--- src/rtl/frame_pkg.sv ---
// frame_pkg: shared constants, FSM state encoding and a saturating-increment
// helper for the sensor frame front end and its sibling statistics blocks.
//   FRAME_W   : assembled frame width {header, data, checksum}
//   HDR_BYTE  : default header byte
//   frame_state_e : sequencer states
//   sat_inc() : increment that holds at 'max' instead of wrapping
package frame_pkg;

  localparam int         FRAME_W  = 24;
  localparam logic [7:0] HDR_BYTE = 8'hAA;

  typedef enum logic [1:0] {
    HUNT = 2'd0,
    HDR  = 2'd1,
    DAT  = 2'd2
  } frame_state_e;

  // Counters up to 32 bits wide: callers zero-extend into 32 bits and
  // truncate the result back to their own width.
  function automatic logic [31:0] sat_inc(input logic [31:0] val,
                                          input logic [31:0] max);
    return (val >= max) ? val : val + 32'd1;
  endfunction

endpackage

--- src/rtl/byte_timeout_timer.sv ---
// byte_timeout_timer: inter-byte idle watchdog for the frame sequencer.
// Down-counter loaded with TIMEOUT_CYC-1; terminal count (zero) while
// running and not cleared raises expire_o for that cycle and reloads.
//   clk_i    : system clock
//   rst_i    : synchronous active-high reset
//   clear_i  : reload (byte accepted, or sequencer idle)
//   run_i    : count this cycle (frame partially collected)
//   expire_o : combinational, high in the cycle the idle limit is reached
module byte_timeout_timer #(
  parameter int TIMEOUT_CYC = 50000
) (
  input  logic clk_i,
  input  logic rst_i,
  input  logic clear_i,
  input  logic run_i,
  output logic expire_o
);

  localparam int            CW   = $clog2(TIMEOUT_CYC);
  localparam logic [CW-1:0] LOAD = CW'(TIMEOUT_CYC - 1);

  logic [CW-1:0] remain_q, remain_d;

  // remain_q == LOAD - (idle cycles counted so far)
  assign expire_o = run_i & ~clear_i & (remain_q == '0);

  always_comb begin
    remain_d = remain_q;
    if (clear_i || expire_o) begin
      remain_d = LOAD;
    end else if (run_i) begin
      remain_d = remain_q - CW'(1);
    end
  end

  always_ff @(posedge clk_i) begin
    if (rst_i) begin
      remain_q <= LOAD;
    end else begin
      remain_q <= remain_d;
    end
  end

endmodule

--- src/rtl/frame_seq_ctrl.sv ---
// frame_seq_ctrl: front-end sequencer between the UART receiver and the
// 3-byte frame parser. Hunts for the header byte, assembles 24-bit frames,
// strobes valid_frame_o, collects the parser verdict one cycle later and
// keeps saturating statistics.
// Build option: define FRAME_TIMEOUT_EN to abort partial frames after
// TIMEOUT_CYC idle cycles; undefined, a partial frame waits indefinitely.
//   clk_i, rst_i      : clock, synchronous active-high reset
//   rx_valid_i/byte_i : received byte strobe and data
//   parser_valid_i    : parser accept flag, one cycle after valid_frame_o
//   frame_o           : {header, data, checksum}
//   valid_frame_o     : one-cycle frame strobe
//   busy_o            : partial frame in progress
//   timeout_err_o     : one-cycle pulse on timeout abort
//   good_cnt_o, chk_err_cnt_o, drop_cnt_o : saturating statistics
//
// state | meaning
// HUNT  | waiting for header byte, other bytes dropped
// HDR   | header stored, waiting for data byte
// DAT   | data stored, waiting for checksum byte
module frame_seq_ctrl
  import frame_pkg::*;
#(
  parameter logic [7:0] HEADER      = HDR_BYTE,
  parameter int         TIMEOUT_CYC = 50000,
  parameter int         CNT_W       = 16
) (
  input  logic               clk_i,
  input  logic               rst_i,
  input  logic               rx_valid_i,
  input  logic [7:0]         rx_byte_i,
  input  logic               parser_valid_i,
  output logic [FRAME_W-1:0] frame_o,
  output logic               valid_frame_o,
  output logic               busy_o,
  output logic               timeout_err_o,
  output logic [CNT_W-1:0]   good_cnt_o,
  output logic [CNT_W-1:0]   chk_err_cnt_o,
  output logic [CNT_W-1:0]   drop_cnt_o
);

  if (TIMEOUT_CYC < 2) begin : g_bad_timeout
    $error("TIMEOUT_CYC must be >= 2");
  end
  if (CNT_W < 1 || CNT_W > 32) begin : g_bad_cnt_w
    $error("CNT_W must be 1..32");
  end

  localparam logic [1:0]       ST_HUNT = HUNT;
  localparam logic [1:0]       ST_HDR  = HDR;
  localparam logic [1:0]       ST_DAT  = DAT;
  localparam logic [CNT_W-1:0] CNT_MAX = '1;

  logic [1:0]         state_q, state_d;
  logic [FRAME_W-1:0] frame_q, frame_d;
  logic               valid_q, valid_d;
  logic               pending_q;
  logic [CNT_W-1:0]   good_q, good_d;
  logic [CNT_W-1:0]   chk_q, chk_d;
  logic [CNT_W-1:0]   drop_q, drop_d;
  logic               drop_inc;
  logic               expire;

`ifdef FRAME_TIMEOUT_EN
  logic tout_q;

  byte_timeout_timer #(
    .TIMEOUT_CYC (TIMEOUT_CYC)
  ) u_timer (
    .clk_i    (clk_i),
    .rst_i    (rst_i),
    .clear_i  (rx_valid_i | (state_q == ST_HUNT)),
    .run_i    (state_q != ST_HUNT),
    .expire_o (expire)
  );

  always_ff @(posedge clk_i) begin
    if (rst_i) tout_q <= 1'b0;
    else       tout_q <= expire;
  end

  assign timeout_err_o = tout_q;
`else
  assign expire        = 1'b0;
  assign timeout_err_o = 1'b0;
`endif

  // A byte in the expiry cycle takes priority: expire is already masked by
  // rx_valid inside the timer, and each branch tests rx_valid first anyway.
  always_comb begin
    state_d  = state_q;
    frame_d  = frame_q;
    valid_d  = 1'b0;
    drop_inc = 1'b0;
    case (state_q)
      ST_HUNT: begin
        if (rx_valid_i) begin
          if (rx_byte_i == HEADER) begin
            state_d        = ST_HDR;
            frame_d[23:16] = rx_byte_i;
          end else begin
            drop_inc = 1'b1;
          end
        end
      end
      ST_HDR: begin
        if (rx_valid_i) begin
          state_d       = ST_DAT;
          frame_d[15:8] = rx_byte_i;
        end else if (expire) begin
          state_d  = ST_HUNT;
          drop_inc = 1'b1;
        end
      end
      ST_DAT: begin
        if (rx_valid_i) begin
          state_d      = ST_HUNT;
          frame_d[7:0] = rx_byte_i;
          valid_d      = 1'b1;
        end else if (expire) begin
          state_d  = ST_HUNT;
          drop_inc = 1'b1;
        end
      end
      default: state_d = ST_HUNT;
    endcase
  end

  always_comb begin
    good_d = good_q;
    chk_d  = chk_q;
    drop_d = drop_q;
    if (pending_q && parser_valid_i)
      good_d = CNT_W'(sat_inc(32'(good_q), 32'(CNT_MAX)));
    if (pending_q && !parser_valid_i)
      chk_d = CNT_W'(sat_inc(32'(chk_q), 32'(CNT_MAX)));
    if (drop_inc)
      drop_d = CNT_W'(sat_inc(32'(drop_q), 32'(CNT_MAX)));
  end

  always_ff @(posedge clk_i) begin
    if (rst_i) begin
      state_q   <= ST_HUNT;
      frame_q   <= '0;
      valid_q   <= 1'b0;
      pending_q <= 1'b0;
      good_q    <= '0;
      chk_q     <= '0;
      drop_q    <= '0;
    end else begin
      state_q   <= state_d;
      frame_q   <= frame_d;
      valid_q   <= valid_d;
      pending_q <= valid_q;
      good_q    <= good_d;
      chk_q     <= chk_d;
      drop_q    <= drop_d;
    end
  end

  assign frame_o       = frame_q;
  assign valid_frame_o = valid_q;
  assign busy_o        = (state_q != ST_HUNT);
  assign good_cnt_o    = good_q;
  assign chk_err_cnt_o = chk_q;
  assign drop_cnt_o    = drop_q;

endmodule

--- config.mk ---
export PLATFORM = sky130hd
export DESIGN_NAME = frame_seq_ctrl
export DESIGN_NICKNAME = d
export VERILOG_FILES = /design/src/rtl/frame_pkg.sv /design/src/rtl/byte_timeout_timer.sv /design/src/rtl/frame_seq_ctrl.sv
export SDC_FILE = /design/constraint.sdc
export NUM_CORES = 1
export LEC_CHECK = 0
export CAP_MARGIN = 25
export CORE_MARGIN = 2
export CORE_UTILIZATION = 31
export DETAILED_ROUTE_END_ITERATION = 8
export DONT_BUFFER_PORTS = 1
export GPL_TIMING_DRIVEN = 0
export SYNTH_ARGS = -nofsm -noshare
export SYNTH_HDL_FRONTEND = slang
export SYNTH_SLANG_ARGS = --single-unit
export TNS_END_PERCENT = 1
--- constraint.sdc ---
create_clock -name clk_i -period 3.4 [get_ports clk_i]
set_input_delay 0.17 -clock clk_i [delete_from_list [all_inputs] [get_ports clk_i]]
set_output_delay 0.17 -clock clk_i [all_outputs]
set_load 0.1 [all_outputs]
Word level (Yosys, flattened, before mapping)
Index checks and enable logic that the tools add are counted.
{"block": "totals", "out_inout_bits": 75, "ff_bits": 76, "in_bits": 12, "elab_cells": 48}
{"block": "classes", "bitwise_logic": 4, "n_reduce_logical": 13, "n_mux": 9, "order_cmp": 3, "eq_ne": 7, "n_addsub": 3}
{"operator": "16-bit by 1-bit adder with 16-bit output (second input constant)", "count": 3}
{"operator": "16-bit greater-or-equal comparator (second input constant)", "count": 3}
{"operator": "2-bit AND reduction", "count": 5}
{"operator": "8-bit == test (second input constant)", "count": 1}
{"operator": "2-bit two-way mux", "count": 4}
{"operator": "2-bit != test (second input constant)", "count": 4}
{"operator": "2-bit case mux with 3 select lines", "count": 1}
{"operator": "1-bit two-way mux", "count": 4}
{"operator": "1-bit inverter", "count": 4}
{"operator": "4-bit AND reduction", "count": 1}
{"operator": "3-bit AND reduction", "count": 1}
{"operator": "2-bit by 1-bit == test with 1-bit output (second input constant)", "count": 1}
{"operator": "2-bit == test (second input constant)", "count": 1}
{"operator": "1-bit logical AND", "count": 2}
{"operator": "2-bit zero test", "count": 1}
{"operator": "2-bit nonzero test", "count": 1}
{"operator": "2-bit OR reduction", "count": 1}
{"operator": "1-bit zero test", "count": 1}

Logic depth before layout (Yosys ltp)
{"block": "depth", "depth_word": 5, "depth_mapped": 7, "depth_no_buf": 5}

Least setup slack after synthesis
Ideal clock, no wire load.
{"block": "synth_path", "path_type": "register -> register", "startpoint": "reg drop_q[1] (netlist: drop_cnt_o[1])", "endpoint": "reg drop_q[10] (netlist: drop_cnt_o[10])", "arrival_ns": 2.425, "path_stages_with_launch": 7, "required_ns": 3.279, "n_path_buf": 1, "path_slack_ns": 0.854, "setup_time_ns": 0.121, "synth_period_minus_slack_ns": 2.546, "cell_sequence": "dfxtp_1 > ha_1 > nand3_2 > nor4_4 > buf_6 > nor4_2 > mux2_4"}
{"block": "synth_via", "elab_chain_cells": 3, "word_cells_on_any_way": 4, "cone_classes": "add/sub (1); order compare (1); bitwise (1); reduce/logical (1)"}
{"element": "from (decl)", "line": "frame_seq_ctrl.sv:59", "rtl": "logic [CNT_W-1:0] drop_q, drop_d;"}
{"element": "from (signal assigned)", "line": "frame_seq_ctrl.sv:156", "rtl": "drop_q <= drop_d;"}
{"element": "16-bit greater-or-equal comparator", "line": "frame_pkg.sv:22", "rtl": "return (val >= max) ? val : val + 32'd1;"}
{"element": "1-bit inverter (no line)"}
{"element": "2-bit AND reduction (no line)"}
Parallel ways exist; a longest one is shown, timed or not.
A chain may end at the register's enable or synchronous reset.

Worst setup path after layout
Same ends and word-level chain as after synthesis.

==> impl_metrics.csv <==
group,metric,value,unit
placement,hpwl,6.844,mm
clocking,h-tree-depth,3,
grt,grt_overflow,0,
critical_path,critPathCapture,"drop_cnt_o[10]$_SDFFE_PP0P_",
clocking,cts_tree,"done",
logic_synthesis,syn_nets,406,
cells_and_area,utilization,42.47,%
critical_path,required,3.63,ns
critical_path,critPathMaxFanout,10,
drt,routed-wl-met2,5.001,mm
drt,via_per_inst,5.551,
grt,antenna_found_initial,0,
drt,route.vias.total,3303,
drt,postRouteAntennaNets,0,
logic_synthesis,synthTopCellsByCount,"76 x dfxtp_1, 41 x a21oi_1, 32 x nor2_1, 19 x o31ai_1",
cells_and_area,num-fill-cells,1113,
critical_path,crit_slowest_cell,"dfxtp_1",
logic_synthesis,synth.area.top_cells,"dfxtp_1 42%, a21oi_1 5.7%, mux2i_1 5.0%, o31ai_1 3.9%, or4_1 3.7%",
drt,firstDrtPassIters,4,
critical_path,cpPeakStageDelay,1.02,ns
power,power.density,402.1,nW/µm²
flow_run,cap_violations,0,
logic_synthesis,synth_most_common_cell,"dfxtp_1",
timing,max_clock_freq,362.3,MHz
timing,finClkSkew,0.008877,ns
logic_synthesis,avgSynthCellArea,9.283,µm²
power,p_switching,462.5,µW
clocking,ctsResizeCount,0,
power,combPwrFrac,3.6,%
critical_path,start_kind,"register",
timing,grt_setup_unrepaired,"no",
floorplan,start_util,31.79,%
clocking,path_clk_slew,0.06,ns
power,seq_power_share,46.3,%
logic_synthesis,synth-seq-cells,76,
drt,top_layer_used,"met4",
timing,hold_viol,0,
logic_synthesis,netlist-cell-type-count,56,
power,total_leakage_power,0.001810,µW
run_status,status,"finished clean",
cells_and_area,diodes,0,
floorplan,io_pins,87,
drt,wire_per_inst,17.16,µm
floorplan,die_x,112.2,µm
cells_and_area,drive_gt1_share,17.26,%
power,ir_drop,0.1992,mV
floorplan,fp-row-count,39,
clocking,clock_latency,0.34,ns
logic_synthesis,synth-edff-count,0,
cells_and_area,syn_to_final_growth,33.61,%
timing,slew_headroom,25.58,%
floorplan,die_area,12590,µm²
logic_synthesis,yosys.area.top_type_share,41.92,%
critical_path,arrival,2.99,ns
critical_path,r2r_end,"drop_cnt_o[10]$_SDFFE_PP0P_",
grt,grt_pass1_wl,15.98,mm
critical_path,reg2reg_slack,0.64,ns
timing,fin_setup_tns,0,ns
critical_path,end_kind,"register",
critical_path,startpoint,"drop_cnt_o[1]$_SDFFE_PP0P_",
critical_path,crit_chain,"ha_1 > nand3_2 > nor4_4 > buf_6 > nor4_2 > mux2_4",
drt,wl_met3,722,µm
grt,grt_max_degree,15,
drt,first_iter_violations,238,
clocking,numCtsBuffers,9,
clocking,cts-root-buf,"clkbuf_16",
timing,final.min_clock_period,2.760,ns
timing,tightestPinTransition,1.115,ns
placement,place_congestion,0.7775,
cells_and_area,fin_nets,462,
power,pwr-share-clk,50.1,%
logic_synthesis,synth_top_area_cell,"dfxtp_1",
floorplan,die_h,112.2,µm
grt,grt_pass1_vias,3235,
logic_synthesis,postSynthCellCount,391,
logic_synthesis,yosysSeqAreaShare,41.92,%
power,p_int,1487,µW
placement,io_buffers,0,
clocking,cts_num_sinks,76,
drt,wirelength,10.21,mm
critical_path,r2r_start,"drop_cnt_o[1]$_SDFFE_PP0P_",
critical_path,reg2reg_depth,6,
min_path,min_path_type,"input port to register",
drt,drc_errors,0,
drt,wl_met1,4.282,mm
timing,period_share,81.18,%
timing,slew_viol_final,0,
power,switching_share,23.72,%
critical_path,path_class,"register to register",
clocking,cts.path.max_buffers,2,
floorplan,core,11420,µm²
logic_synthesis,syn_area,3630,µm²
timing,setup_viol,0,
logic_synthesis,yosysWarnings,0,
logic_synthesis,synthFlopType,"dfxtp_1",
logic_synthesis,synthArstFlopShare,0,%
grt,grt_use_total,15.94,%
-- flip-flops by register name, summed over array words and instances (netlist names) --
| name | cells |
|---|---|
| valid_frame_o | 1 |
| pending_q | 1 |
| state_q | 2 |
| good_cnt_o | 16 |
| drop_cnt_o | 16 |
| frame_o | 24 |
| chk_err_cnt_o | 16 |
-- power by group through the flow --
| stage | logic, µW | clock network (µW) | registers (µW) |
|---|---|---|---|
| final | 70.5 | 977 | 902 |
| after detailed placement | 46.5 | 0 | 930 |
| after global routing | 76.1 | 1040 | 902 |
| after floorplan | 33.4 | 0 | 929 |
| after global placement | 45.8 | 0 | 929 |
| after CTS | 56.6 | 1000 | 910 |
-- layer usage --
| layer | GRT usage (%) | vias up |
|---|---|---|
| li1 | - | 1598 |
| met1 | 17.94 | 1602 |
| met2 | 26.75 | 88 |
| met3 | 6.048 | 15 |
| met4 | 7.398 | 0 |
| met5 | 0 | - |
-- what timing repair did --
action / in CTS / in global routing
endpoints found under the hold margin: 16 / 0
setup endpoints to repair: 0 / 0
hold buffers: 9 / 0
buffers inserted: 0 / 0
-- worst max-delay path: cells and delay by family (launching register included) --
kind	cells	cell delay [ns]
fa+ha+maj	1	0.34
mux	1	0.30
flops	1	1.02
simple gates	3	0.76
buf+inv	1	0.22
-- per-stage QoR --
stage / instance area, µm² / std cells / setup slack, ns / hold WS, ns / total power (µW)
finish: 4850 / 595 / 0.6398 / 0.01675 / 1950
global route: 4850 / 595 / 0.4790 / 0.01899 / 2017
CTS: 4487 / 574 / 0.5499 / 0.005828 / 1968
detailed placement: 4096 / 549 / 0.5822 / 0.3283 / 976.2
global placement: 3809 / 534 / 0.5833 / 0.3174 / 975.3
floorplan: 3630 / 391 / 0.8542 / 0.3139 / 962.0
-- layout by cell type (no fill, tap or decap), types with 11 or more instances in the layout --
| master | instances |
|---|---|
| mux2i_1 | 18 |
| or3_1 | 11 |
| nor2_1 | 32 |
| a21oi_1 | 41 |
| buf_16 | 19 |
| inv_1 | 12 |
| nand3_1 | 11 |
| o31ai_1 | 19 |
| nand4_1 | 14 |
| dfxtp_1 | 76 |
| or4_1 | 18 |
| clkbuf_1 | 11 |
| o21ai_0 | 14 |
| nand2_1 | 18 |
-- cell type report --
cell class	count	area [µm²]	area share (%)
multi-input combinational	286	1968	40.58
timing repair buffer	45	740.7	15.27
clock inverter	7	75.07	1.548
clock buffer	9	225.2	4.644
buffer	17	95.09	1.961
inverter	12	45.04	0.9288
sequential	76	1521	31.37
tap	143	178.9	3.689
-- cell families after synthesis --
logic type / share of synthesized area (%)
fa+ha+maj: 1.034
other cells: 0.1033
compound gates: 14.62
mux: 7.549
simple gates: 30.68
buf+inv: 3.861
flops: 41.92
xor+xnor: 0.2413
-- worst min path at each step --
stage            startpoint  cells after the start  slack, ns                      end
2_1_floorplan  rx_byte_i[0]                      2       0.31  frame_o[0]$_SDFFE_PP0P_
3_3_place_gp   rx_byte_i[3]                      2       0.32  frame_o[3]$_SDFFE_PP0P_
5_1_grt          rx_valid_i                      2       0.02  state_q[0]$_SDFFE_PP0P_
6_report       rx_byte_i[0]                      2       0.02  frame_o[0]$_SDFFE_PP0P_
4_1_cts        rx_byte_i[0]                      2      0.006  frame_o[0]$_SDFFE_PP0P_
3_5_place_dp   rx_byte_i[2]                      2       0.33  frame_o[2]$_SDFFE_PP0P_
Power figures use the tool's default switching activity.
